File: src/rtl/l1_dcache_ctrl.sv
// l1_dcache_ctrl: direct-mapped, one-word-line, write-through/no-write-allocate data cache controller
module l1_dcache_ctrl #(
    parameter int LINES    = 16,
    parameter int MEM_WAIT = 1
) (
    input  logic        clk,
    input  logic        reset,
    input  logic        cpu_req,
    input  logic        cpu_we,
    input  logic [2:0]  cpu_mask,
    input  logic [31:0] cpu_addr,
    input  logic [31:0] cpu_wdata,
    output logic        cpu_ready,
    output logic [31:0] cpu_rdata,
    output logic [31:0] mem_addr,
    output logic [31:0] mem_wdata,
    output logic [2:0]  mem_mask,
    output logic        mem_rd_en,
    output logic        mem_wr_en,
    input  logic [31:0] mem_rdata,
    output logic [15:0] hit_cnt,
    output logic [15:0] miss_cnt
);
    localparam int IDX = $clog2(LINES);
    localparam int TW  = 30 - IDX;
    localparam int CW  = $clog2(MEM_WAIT + 1);

    typedef enum logic [2:0] {IDLE, TAG, FILL, WRITE, RESP} state_t;
    state_t state, nxt;

    logic             we_q;
    logic [2:0]       mask_q;
    logic [31:0]      addr_q, wdata_q;
    logic [CW-1:0]    cnt;
    logic [LINES-1:0] valid;
    logic [TW-1:0]    tags [LINES];
    logic [31:0]      words [LINES];

    logic [IDX-1:0] idx;
    logic [TW-1:0]  addr_tag;
    logic           hit, bad, last;
    logic [4:0]     sh;
    logic [31:0]    word, lane_mask, shifted, wmerge, ld_word;

    assign idx       = addr_q[IDX+1:2];
    assign addr_tag  = addr_q[31:IDX+2];
    assign word      = words[idx];
    assign hit       = valid[idx] && tags[idx] == addr_tag;
    assign bad       = mask_q[1:0] == 2'b11 || mask_q == 3'b110;
    assign last      = cnt == CW'(MEM_WAIT - 1);
    // byte and half lanes share one shift amount for both load extraction and store merge
    assign sh        = mask_q[1:0] == 2'b00 ? {addr_q[1:0], 3'b000} :
                       mask_q[1:0] == 2'b01 ? {addr_q[1], 4'b0000} : 5'd0;
    assign lane_mask = mask_q[1:0] == 2'b00 ? 32'hFF << sh :
                       mask_q[1:0] == 2'b01 ? 32'hFFFF << sh : '1;
    assign shifted   = word >> sh;
    assign wmerge    = (word & ~lane_mask) | ((wdata_q << sh) & lane_mask);
    assign ld_word   = mask_q[1:0] == 2'b00 ? {{24{shifted[7] & ~mask_q[2]}}, shifted[7:0]} :
                       mask_q[1:0] == 2'b01 ? {{16{shifted[15] & ~mask_q[2]}}, shifted[15:0]} : word;

    always_ff @(posedge clk)
        state <= reset ? IDLE : nxt;

    always_comb begin
        nxt       = state;
        cpu_ready = 1'b0;
        cpu_rdata = '0;
        mem_addr  = '0;
        mem_wdata = '0;
        mem_mask  = '0;
        mem_rd_en = 1'b0;
        mem_wr_en = 1'b0;
        case (state)
            IDLE: nxt = cpu_req ? TAG : IDLE;
            TAG: nxt = we_q ? WRITE : (bad || hit) ? RESP : FILL;
            FILL: begin
                mem_rd_en = 1'b1;
                mem_mask  = 3'b010;
                mem_addr  = {addr_q[31:2], 2'b00};
                nxt       = last ? RESP : FILL;
            end
            WRITE: begin
                mem_wr_en = !bad;
                mem_mask  = bad ? 3'b000 : mask_q;
                mem_addr  = bad ? '0 : addr_q;
                mem_wdata = bad ? '0 : wdata_q;
                nxt       = RESP;
            end
            RESP: begin
                cpu_ready = 1'b1;
                cpu_rdata = (we_q || bad) ? '0 : ld_word;
                nxt       = IDLE;
            end
            default: nxt = IDLE;
        endcase
    end

    always_ff @(posedge clk) begin
        if (state == IDLE && cpu_req) begin
            we_q    <= cpu_we;
            mask_q  <= cpu_mask;
            addr_q  <= cpu_addr;
            wdata_q <= cpu_wdata;
        end
        cnt <= state == FILL ? cnt + 1'b1 : '0;
        if (reset) begin
            valid    <= '0;
            hit_cnt  <= '0;
            miss_cnt <= '0;
        end else begin
            if (state == TAG && !we_q && !bad && hit)
                hit_cnt <= hit_cnt + 16'(hit_cnt != 16'hFFFF);
            if (state == TAG && !we_q && !bad && !hit)
                miss_cnt <= miss_cnt + 16'(miss_cnt != 16'hFFFF);
            if (state == FILL && last)
                valid[idx] <= 1'b1;
        end
    end

    // line payload is deliberately left out of reset; valid bits guard it
    always_ff @(posedge clk) begin
        if (state == FILL && last) begin
            tags[idx]  <= addr_tag;
            words[idx] <= mem_rdata;
        end
        if (state == WRITE && hit && !bad)
            words[idx] <= wmerge;
    end
endmodule

File: config.mk
export PLATFORM = sky130hd
export DESIGN_NAME = l1_dcache_ctrl
export DESIGN_NICKNAME = d
export VERILOG_FILES = /design/src/rtl/l1_dcache_ctrl.sv
export SDC_FILE = /design/constraint.sdc
export NUM_CORES = 1
export LEC_CHECK = 0
export BUFFER_PORTS_ARGS = -buffer_cell sky130_fd_sc_hd__buf_2
export CORE_ASPECT_RATIO = 0.6
export CORE_MARGIN = 2
export CORE_UTILIZATION = 36
export CTS_CLUSTER_SIZE = 40
export DETAILED_ROUTE_END_ITERATION = 12
export GPL_TIMING_DRIVEN = 0
export SETUP_SLACK_MARGIN = 0.5
export SYNTH_ARGS = -nofsm -noshare
export SYNTH_HDL_FRONTEND = slang
export SYNTH_SLANG_ARGS = --single-unit
File: constraint.sdc
create_clock -name clk -period 8.9 [get_ports clk]
set_input_delay 0.445 -clock clk [delete_from_list [all_inputs] [get_ports clk]]
set_output_delay 0.445 -clock clk [all_outputs]
set_load 0.02 [all_outputs]
==> results.toml <==
[status]
status = "finished clean"

[sta]
final_hold_viol_count = 0
rsz0062_at_grt = "false"
fin_worst_skew_ns = 0.0455
setup_violations = 0
max_freq_ghz = 0.153
relSlewSlack_pct = 17.7
worstMarginPinSlew_ns = 1.23
finalCriticalPeriod_ns = 6.52
fin_crit_sh_pct = 73.3
setup_ws_ns = 2.38
maxSlewViolCount = 0

[routing]
ant_nets = 0
wl_met3_um = 9620
wirelength_um = 121000
dr.first_iter.drc_count = 2869
dr.pass1.iters = 6
vias = 23900
m1WireLength_um = 54800
maxUsedRoutingLayer = "met5"
vias_per_cell = 5.47
wl_met2_um = 53600
drc = 0
wl_per_cell_um = 27.5

[yosys]
synthFlopType = "edfxtp_1"
ys_seq_elements = 1052
synth-edff-count = 996
netlist_area_mm2 = 0.0427
ys_types = 58
syn_nets = 2320
yosys_warnings = 0
avgSynthCellArea_um2 = 19.3
synthArstFlopShare_pct = 0
syn_inst = 2209
ys_seq_area_share_pct = 72.7

[placed_design]
dpl.hpwl_um = 83100
port_buffers = 236
place_worst_setup_slack_ns = 2.69
dp_cells = 4122
gp_congestion = 0.908

[global_route]
grt_use_total_pct = 19.6
grt-ovfl-total = 0
grt_pass1_vias = 24000
grt_first_pass_wirelength_um = 172000
antenna_found_initial = 7
grt_start_max_net_pins = 21

[worst_setup_path]
critPathKind = "reg -> out"
arrival_ns = 6.08
required_ns = 8.46
worst_setup_path_start_kind = "flip-flop"
cp-end-kind = "primary output"
path_max_fanout = 10

[power_and_ir_drop]
power.total_mw = 11.4
irDropWorstVdd_mv = 0.181
p_leak_nw = 17.2
power_density_mw_per_mm2 = 222

[flow_run]
drv_cap = 0

[final_layout]
syn_to_final_growth_pct = 20.4
nNetsFinal = 2819
final_cell_mix = "edfxtp_1, mux4_2, buf_2, nand2_1, clkbuf_16"
finalNonFillerCells = 4378
layout-drive-gt1-share_pct = 31.6
final_common_cell = "edfxtp_1"

[clocking]
clk_pin_slew_ns = 0.07
cts_tree = "yes"
cts_root_buf = "clkbuf_16"
cts.htree.levels = 3
clk_path_buf_depth = 3
clk_latency_ns = 0.72
cts_buffers = 100
postCtsResizedCells = 0
clock_sinks = 1052

[die]
num_rows = 97
die_area_mm2 = 0.121
start_util_pct = 36.5
io-pin-count = 237
die_x_um = 449
core_mm2 = 0.117
die_h_um = 271

[worst_hold_path]
hold_class = "in -> reg"
-- cells in the mapped netlist (2+ instances only) --
library cell  number  area share (%)
edfxtp_1         996              70
mux4_2           271              14
nand2_1          109            0.96
nor2_1            82            0.72
and2_1            80             1.2
clkbuf_1          62            0.54
a21oi_1           60            0.70
mux2i_1           58             1.4
dfxtp_1           56             2.6
o21ai_0           45            0.53
buf_2             33            0.39
xnor2_1           30            0.62
nand3_1           26            0.30
nor2b_1           25            0.37
nor3_1            22            0.26
mux2_4            21            0.74
a211oi_1          18            0.32
and3_1            16            0.23
nand4_1           16            0.23
mux2_1            15            0.40
mux2_2            14            0.37
buf_6             12            0.32
or4_1             12            0.21
xor2_1            12            0.25
buf_4             11            0.19
a31oi_1           10            0.15
buf_1             10           0.088
o31ai_1           10            0.18
a22o_1             9            0.18
ha_1               8            0.23
inv_1              8           0.070
nand2b_1           7            0.10
nand3b_1           5           0.088
o21ba_2            4           0.094
nor4_1             3           0.044
o2111ai_1          3           0.062
o21a_1             3           0.053
or3_1              3           0.044
a2111oi_0          2           0.041
o211ai_1           2           0.035
o311a_1            2           0.047
or2_2              2           0.029
-- metal layers --
| layer | vias to the layer above | GRT usage [%] |
|---|---|---|
| met3 | 152 | 4.12 |
| met5 | - | 0 |
| met1 | 12800 | 29.5 |
| li1 | 10000 | - |
| met4 | 4 | 4.34 |
| met2 | 979 | 29.2 |
-- per-stage QoR --
stage          area (um^2)  utilization, %  setup TNS (ns)  hold WS [ns]
4_1_cts              51400            43.9               0        0.0666
6_report             51400            43.9               0         0.119
2_1_floorplan        42700               -               0         0.435
5_1_grt              51400            43.9               0         0.106
3_3_place_gp         45900            39.2        -1327.08         0.447
3_5_place_dp         47300            40.4               0         0.456
-- final cells by class --
class                      instances  area [um^2]
clock buffer                     129         2690
fill                           10000        65700
buffer                           128          653
multi-input combinational       1020        11200
timing repair buffer             397         3110
tap                             1584         1980
inverter                           9         33.8
antenna                            4         10.0
sequential                      1052        31000
clock inverter                    55          679
-- critical path, cell delays in order (launching register included) --
cell and delay, ns:
dfxtp_1 0.47, buf_6 0.25, buf_4 0.30, buf_4 0.29
buf_4 0.31, buf_2 0.39, buf_1 0.56, clkbuf_1 0.73
mux4_2 0.42, mux4_2 0.61, and2_1 0.22, a211oi_1 0.40
a211oi_1 0.15, buf_2 0.21
-- logic make-up (layout without fill, tap and decap cells) --
family | after synthesis | count (layout) | synth area share [%]
DFF | 1052 | 1052 | 72.7
and+or+nand+nor | 414 | 414 | 4.93
muxes | 379 | 379 | 17.2
AOI/OAI and AO/OA | 177 | 177 | 2.55
buffers and inverters | 137 | 718 | 1.61
xor gates and xnor gates | 42 | 42 | 0.861
adders and majority gates | 8 | 8 | 0.234
other | 0 | 4 | 0
-- registers in the layout, summed over array words and instances, names as in the netlist, named ones only --
name / flops
we_q: 1
mask_q: 3
miss_cnt: 16
state: 3
hit_cnt: 16
cnt: 1
tags: 416
valid: 16
words: 512
addr_q: 32
wdata_q: 32
-- path summary, 6_finish.rpt --
path	from	end	slack (ns)	cells past startpoint
max reg2reg	flip-flop	words[8][15]	2.66	16
min	cpu_req	state[0]	0.12	3
min reg2reg	valid[6]	valid[6]	0.47	2
max	flip-flop	cpu_rdata[3]	2.38	13
-- power breakdown --
part | internal [mW] | switching [mW]
clock network | 2.50 | 1.94
registers | 5.50 | 0.0831
logic | 0.563 | 0.794
-- timing repair --
item,in CTS,in global routing
hold buffers,68,0
hold endpoints to repair,71,0
buffers inserted,0,0
Power figures use the tool's default switching activity.
